`config.mk`:
```
export PLATFORM = sky130hd
export DESIGN_NAME = countdown_sequencer
export DESIGN_NICKNAME = d
export VERILOG_FILES = /design/src/rtl/countdown_sequencer.sv
export SDC_FILE = /design/constraint.sdc
export NUM_CORES = 1
export LEC_CHECK = 0
export CELL_PAD_IN_SITES_DETAIL_PLACEMENT = 0
export CELL_PAD_IN_SITES_GLOBAL_PLACEMENT = 2
export CORE_UTILIZATION = 21
export CTS_CLUSTER_DIAMETER = 150
export DETAILED_ROUTE_END_ITERATION = 12
export GPL_ROUTABILITY_DRIVEN = 0
export HOLD_SLACK_MARGIN = 0.15
export PLACE_DENSITY_LB_ADDON = 0.2
export SLEW_MARGIN = 20
export SYNTH_ARGS = -nofsm -noshare
export SYNTH_HDL_FRONTEND = slang
export SYNTH_SLANG_ARGS = --single-unit
export TNS_END_PERCENT = 50
```
`constraint.sdc`:
```
create_clock -name clk -period 1.8 [get_ports clk]
set_input_delay 0.18 -clock clk [delete_from_list [all_inputs] [get_ports clk]]
set_output_delay 0.18 -clock clk [all_outputs]
set_load 0.01 [all_outputs]
```
`src/rtl/countdown_sequencer.sv`:
```
// ============================================================================
//  Module      : countdown_sequencer
//  Description : Control FSM that runs an external loadable down counter
//                through a programmed number of countdown rounds.
//  Revision    : 1.0 - initial release
// ============================================================================
`default_nettype none

module countdown_sequencer #(
    parameter int WIDTH  = 4,
    parameter int RWIDTH = 4
) (
    input  logic              clk,
    input  logic              rst,
    input  logic              start,
    input  logic              stop,
    input  logic              pause,
    input  logic [WIDTH-1:0]  load_val,
    input  logic [RWIDTH-1:0] rounds,
    input  logic [WIDTH-1:0]  cnt,
    output logic              cnt_ld,
    output logic [WIDTH-1:0]  cnt_ld_val,
    output logic              cnt_en,
    output logic              busy,
    output logic              round_done,
    output logic              done,
    output logic [RWIDTH-1:0] rounds_left
);

    localparam logic [2:0] C_IDLE = 3'd0;
    localparam logic [2:0] C_LOAD = 3'd1;
    localparam logic [2:0] C_RUN  = 3'd2;
    localparam logic [2:0] C_HOLD = 3'd3;
    localparam logic [2:0] C_DONE = 3'd4;

    localparam logic [RWIDTH-1:0] C_ONE_ROUND = RWIDTH'(1);

    logic [2:0]        state_q, state_d;
    logic [WIDTH-1:0]  ld_val_q, ld_val_d;
    logic [RWIDTH-1:0] rounds_left_q, rounds_left_d;
    logic              round_done_q, round_done_d;
    logic              done_q, done_d;

    logic              w_cnt_zero;
    logic              w_accept;
    logic              w_round_end;

    assign w_cnt_zero  = (cnt == '0);
    assign w_accept    = (state_q == C_IDLE) && start && !stop;
    // A round only completes when not aborted in the same cycle.
    assign w_round_end = (state_q == C_RUN) && w_cnt_zero && !stop;

    // State register
    always_ff @(posedge clk) begin
        if (rst) begin
            state_q <= C_IDLE;
        end else begin
            state_q <= state_d;
        end
    end

    // Next-state logic
    always_comb begin
        state_d = state_q;
        case (state_q)
            C_IDLE: begin
                if (w_accept) begin
                    state_d = C_LOAD;
                end
            end
            C_LOAD: begin
                state_d = stop ? C_IDLE : C_RUN;
            end
            C_RUN: begin
                if (stop) begin
                    state_d = C_IDLE;
                end else if (w_cnt_zero) begin
                    state_d = (rounds_left_q == C_ONE_ROUND) ? C_DONE : C_LOAD;
                end else if (pause) begin
                    state_d = C_HOLD;
                end
            end
            C_HOLD: begin
                if (stop) begin
                    state_d = C_IDLE;
                end else if (!pause) begin
                    state_d = C_RUN;
                end
            end
            C_DONE: begin
                state_d = C_IDLE;
            end
            default: begin
                state_d = C_IDLE;
            end
        endcase
    end

    // Output decode
    always_comb begin
        cnt_ld      = (state_q == C_LOAD);
        cnt_en      = (state_q == C_RUN) && !w_cnt_zero && !pause && !stop;
        // Held high through the trailing done pulse so the run reads as busy until it retires.
        busy        = (state_q != C_IDLE) || done_q;
        cnt_ld_val  = ld_val_q;
        rounds_left = rounds_left_q;
        round_done  = round_done_q;
        done        = done_q;
    end

    // Run parameters and completion pulses
    always_comb begin
        ld_val_d      = ld_val_q;
        rounds_left_d = rounds_left_q;
        round_done_d  = w_round_end;
        done_d        = (state_q == C_DONE) && !stop;
        if (w_accept) begin
            ld_val_d      = load_val;
            rounds_left_d = (rounds == '0) ? C_ONE_ROUND : rounds;
        end else if (w_round_end) begin
            rounds_left_d = rounds_left_q - C_ONE_ROUND;
        end
    end

    always_ff @(posedge clk) begin
        if (rst) begin
            ld_val_q      <= '0;
            rounds_left_q <= '0;
            round_done_q  <= 1'b0;
            done_q        <= 1'b0;
        end else begin
            ld_val_q      <= ld_val_d;
            rounds_left_q <= rounds_left_d;
            round_done_q  <= round_done_d;
            done_q        <= done_d;
        end
    end

endmodule

`default_nettype wire
```
==> impl_metrics.env <==
export IMPL_setup_tns_final_ns=0
export IMPL_drtPass1Iterations=8
export IMPL_synth_most_common_cell="dfxtp_1"
export IMPL_synth_top_cell_area_share=0.4031
export IMPL_hpwl_mm=1.249
export IMPL_worst_pin_slew_ns=0.4665
export IMPL_cts_made_buffers=3
export IMPL_min_delay_path_depth=3
export IMPL_criticalPathCategory="flop to primary output"
export IMPL_final_hold_viol_count=0
export IMPL_slowest_stage="clkdlybuf4s50_1"
export IMPL_clock_latency_ns=0.27
export IMPL_worst_slew_margin_rel=0.6881
export IMPL_groute_usage_overall=0.1111
export IMPL_timing_final_crit_share=0.9384
export IMPL_reg2reg_setup_slack_ns=0.36
export IMPL_cts_hold_buf=0
export IMPL_instances_no_fill=142
export IMPL_die_h_um=57.45
export IMPL_terminus_of_the_critical_flop_to_flop_path="rounds_left[3]"
export IMPL_cts_tree="done"
export IMPL_yosys_register_bits=13
export IMPL_worst_r2r_path_depth=5
export IMPL_setup_viol=0
export IMPL_clock_sink_count=13
export IMPL_failed_checks="DRC"
export IMPL_root_buffer="clkbuf_4"
export IMPL_via_per_inst=4.592
export IMPL_flow_area_growth_from_synthesis_pct=59.50
export IMPL_design_portCount=30
export IMPL_number_of_antenna_violations_at_the_first_check_in_global_routing=0
export IMPL_p_per_area_mw_per_mm2=614.3
export IMPL_crit_path_max_incr_delay_ns=0.48
export IMPL_diodes=0
export IMPL_synth_enable_flop_cells=0
export IMPL_final_antenna_net_count=0
export IMPL_final_period_minus_worst_setup_slack_ns=1.689
export IMPL_global_route_wire_length_before_repair_mm=2.780
export IMPL_vias=652
export IMPL_number_of_slew_limit_violations_in_the_final_report=0
export IMPL_cp_max_fo=6
export IMPL_initial_utilization=0.2282
export IMPL_hold_path_class="input port to flop"
export IMPL_numPlacedInstances=138
export IMPL_holdCritStartpoint="load_val[1]"
export IMPL_fin_nets=131
export IMPL_timing_fmax_ghz=0.5920
export IMPL_crit_path_cell_trace="nor3_1 > nand2b_1 > clkdlybuf4s50_1"
export IMPL_wl_mm=1.634
export IMPL_place_area_mm2=0.001005
export IMPL_drc=1
export IMPL_post_synth_num_cell_types=25
export IMPL_synthArstFlopShare=0
export IMPL_drive_gt1_frac=0.1171
export IMPL_dr_first_iter_drc_count=9
export IMPL_port_buffers=29
export IMPL_timing_clock_skew_ns=0.005035
export IMPL_rsz_0062_raised_after_global_routing="false"
export IMPL_grt_overflow=0
export IMPL_synth_net_count=94
export IMPL_timing_rr_start="state_q[2]"
export IMPL_worst_endpoint_arrival_ns=1.51
export IMPL_outcome="complete, but fails checks"
export IMPL_holdWs_ns=0.4576
export IMPL_htreeDepth=1
export IMPL_row_count=19
export IMPL_timing_hold_worst_endpoint="cnt_ld_val[1]"
export IMPL_yosysSeqAreaShare=0.4031
export IMPL_synth_ff_type="dfxtp_1"
export IMPL_final_design_area_no_fill_mm2=0.001030
export IMPL_cp_data_required_time_ns=1.62
export IMPL_placeableCoreArea_mm2=0.002829
export IMPL_cts_max_path_buffers=2
export IMPL_clock_transition_at_the_register_clock_pins_on_the_worst_setup_and_hold_paths_after_cts_ns=0.08
export IMPL_power_ir_vdd_worst_uv=211.0
export IMPL_synth_top_cells_by_area="dfxtp_1 40%, nand2_1 5.2%, a21oi_1 4.7%"
export IMPL_ys_top_cells_by_count="13 x dfxtp_1, 9 x nand2_1, 8 x nor2_1"
export IMPL_synth_area_um2=645.6
export IMPL_yosys_warnings=0
export IMPL_final_core_util=0.3640
export IMPL_power_leakage_uw=0.0003819
export IMPL_max_cap_viol_count=0
export IMPL_post_synth_top_area_cell="dfxtp_1"
export IMPL_end_kind="primary output"
export IMPL_floorplan_die_area_mm2=0.003300
export IMPL_first_global_vias=632
export IMPL_width_of_the_chip_um=57.45
export IMPL_launching_element_type_of_the_critical_path="flop"
export IMPL_syn_mean_instance_area_um2=8.608
export IMPL_routedWlPerCell_um=11.51
export IMPL_grt_max_degree=13
export IMPL_netlist_instances=75
layout by cell type (no fill, tap or decap):
cell             netlist  final
and3_2                 2      2
nand3_1                4      4
a21oi_1                6      6
nor3b_2                1      1
nor4_4                 1      1
and3_1                 2      2
a211oi_1               3      3
xor2_1                 2      2
nor4b_4                1      1
nor2b_1                1      1
nor3_1                 6      6
nand3b_1               1      1
dfxtp_1               13     13
inv_1                  3      3
nand2_1                9      9
ha_1                   2      2
clkbuf_4               0      3
dlygate4sd2_1          0      1
nor2_1                 8      8
buf_4                  0      5
clkbuf_1               2      1
nand2b_1               2      2
clkdlybuf4s50_1        0     28
o41ai_1                1      1
a31oi_1                1      1
a21o_1                 1      1
and2_1                 1      1
xnor2_1                1      1
a2bb2oi_1              1      1
routing by layer:
| metal | up-vias | share of wire | global-route usage |
|---|---|---|---|
| met2 | 19 | 0.42 | 0.1611 |
| met1 | 296 | 0.51 | 0.1482 |
| li1 | 335 | - | - |
| met4 | 0 | 0.0080 | 0.06272 |
| met3 | 2 | 0.067 | 0.02948 |
| met5 | - | 0 | 0 |
layout make-up:
type	count	area, µm²
timing repair buffer	34	326.6
sequential	13	260.3
tap	31	38.79
multi-input combinational	57	366.6
fill	310	1799
inverter	3	11.26
clock buffer	4	26.28
state kept, by name, summed over array words and instances (netlist names):
name	count
state_q	3
round_done	1
rounds_left	4
cnt_ld_val	4
done	1
worst max-delay path: cells and delay by family, from the launching register on:
family / cells / cell delay [ns]
and+or+nand+nor: 2 / 0.36
buffers and inverters: 1 / 0.48
DFF: 1 / 0.39
cell families after synthesis:
kind of cell	after synthesis	share of synthesized area
buffers and inverters	5	0.02907
adder cells (fa/ha/maj)	2	0.03875
XOR/XNOR	3	0.04071
flip-flops	13	0.4031
AND/OR/NAND/NOR	39	0.3585
AO/OA/AOI/OAI	13	0.1299
through the flow:
stage,setup WS (ns),power (µW)
detailed placement,-0.04233,461.7
global placement,-0.01551,462.0
finish,0.1108,632.6
CTS,0.08044,651.5
floorplan,0.4808,374.7
global route,0.01536,675.0
worst max path at each step:
stage / start / endpoint / slack (ns)
3_5_place_dp: stop / cnt_en / -0.04
3_3_place_gp: stop / cnt_en / -0.02
6_report: state_q[2] / busy / 0.11
5_1_grt: state_q[2] / cnt_ld / 0.02
2_1_floorplan: state_q[2] / rounds_left[3] / 0.48
4_1_cts: state_q[2] / busy / 0.08
where the power goes:
group          switching (µW)  internal (µW)
clock network            93.1           85.7
registers                13.5            300
logic                    56.8           83.1
what timing repair did:
action                     CTS  global route
buffers inserted             0             0
setup endpoints to repair    1             0
gates resized for setup      1             0
Note: power is estimated with default switching activity, not from simulation.
==> RTL edit, RTL diff (same flow settings) <==
The parameter `RWIDTH` goes from 4 to 5.
--- a/src/rtl/countdown_sequencer.sv
+++ b/src/rtl/countdown_sequencer.sv
@@ -8,7 +8,7 @@
 
 module countdown_sequencer #(
     parameter int WIDTH  = 4,
-    parameter int RWIDTH = 4
+    parameter int RWIDTH = 5
 ) (
     input  logic              clk,
     input  logic              rst,
Ports: changed (resized rounds and rounds_left); port bits go from 30 to 32. The function was not compared with the original's and may differ.
==> RTL edit against the unedited design <==
Clock power rose by 32%; core utilization rose by 0.53 points; fmax rose by 4.2%; total power rose by 21%; final area rose by 20%; worst setup slack improved by 0.067 ns; synthesized area rose by 14%; sequential cell count rose by 1; worst hold slack improved by 0.046 ns; sequential power rose by 7.0%; routed wire length rose by 26%; critical path type unchanged; critical endpoint is now cnt_en; largest power group unchanged.
==> RTL edit: results (changes against the unedited design) <==
- CP max stage cell: or4b_4
- Post-synthesis sequential area ratio: 38.03% (-2.3 points)
- Multi-input combinational area share: 35.23% (-0.37 points)
- HPWL Detailed: 1598 µm (+28%)
- Total GRT Usage: 12.76% (+1.7 points)
- Synth area leaders: dfxtp_1, mux2i_1, a21oi_1, ha_1, nor2_1
- Status: completed
- #MultiIn Comb: 58 (+1.8%)
- First-pass GRT wire length: 3367 µm (+21%)
- VDD IR max: 0.0001803 V (-15%)
- DR WL met3: 88 µm (-19%)
- Met1 WL: 965 µm (+17%)
- Crit-path leading delay family: simple AND/OR/NAND/NOR gates
- Placed Instance Area: 1196 µm² (+19%)
- Clock power frac: 30.9% (+2.6 points)
- Max FO, Critical Path: 2 (-4)
- Met2 WL: 976 µm (+42%)
- RR Startpoint: state_q[0]
- RR Endpoint: rounds_left[2]
- Clk power: 236 µW (+32%)
- Worst Hold Launch: load_val[0]
- Layout cells sized above 1: 19.67% (+8.0 points)
- Rows: 21 (+2)
- Routed WL: 2054 µm (+26%)
- Seq/total area: 22.74% (-2.5 points)
- Post-Route Utilization: 36.93% (+0.53 points)
- Crit path DAT: 1.44 ns (-0.07 ns)
- Net Count, Synth: 97 (+3.2%)
- 1st-pass router iterations: 3 (-5)
- Met3 global-route usage: 3.361% (+0.41 points)
- Crit path largest cell delay: 0.54 ns (+0.06 ns)
- Synth unique cells: 38 (+52%)
- Vias: 742 (+14%)
- Comb pwr share: 25.2% (+3.1 points)
- Hold Path Sink: cnt_ld_val[0]
- Filler cells: 373 (+20%)
- Port bufs: 31 (+6.9%)
- Routing usage on met1: 16.75% (+1.9 points)
- Gate Count Post-Synth: 77 (+2.7%)
- Vias/cell: 4.417 (-3.8%)
- Reg-to-reg slack, setup: 0.34 ns (-0.02 ns)
- Vias in the first global route: 700 (+11%)
- Leak: 0.0004736 µW (+24%)
- Most frequent cells after synthesis: dfxtp_1, a21oi_1, nor2_1, mux2i_1
- Non-clk bufs: 43 (+26%)
RTL edit: cell types whose count changed after synthesis, moves of 2 or more:
cell / unedited run / this run
nand4b_1: 0 / 2
and3_2: 2 / 0
a22oi_1: 0 / 2
mux2i_1: 0 / 5
nor3_1: 6 / 2
nor3b_1: 0 / 2
a211oi_1: 3 / 1
nand3_1: 4 / 1
xor2_1: 2 / 0
o22ai_1: 0 / 2
nor2_1: 8 / 6
and3_1: 2 / 0
nand2_1: 9 / 1
RTL edit: cells by family (layout without fill, tap and decap cells):
| kind of cell | after synthesis | after routing | share of synthesized area, % |
|---|---|---|---|
| buffers and inverters | 5 | 50 | 3.056 |
| muxes | 5 | 5 | 6.791 |
| AOI/OAI and AO/OA | 19 | 19 | 16.98 |
| adders and majority gates | 2 | 2 | 3.395 |
| DFF | 14 | 14 | 38.03 |
| and+or+nand+nor | 32 | 32 | 31.75 |
RTL edit: repair_timing:
action | 4_1_cts | 5_1_grt
resized for setup | 1 | 4
setup endpoints to repair | 1 | 3
pin swaps | 0 | 0
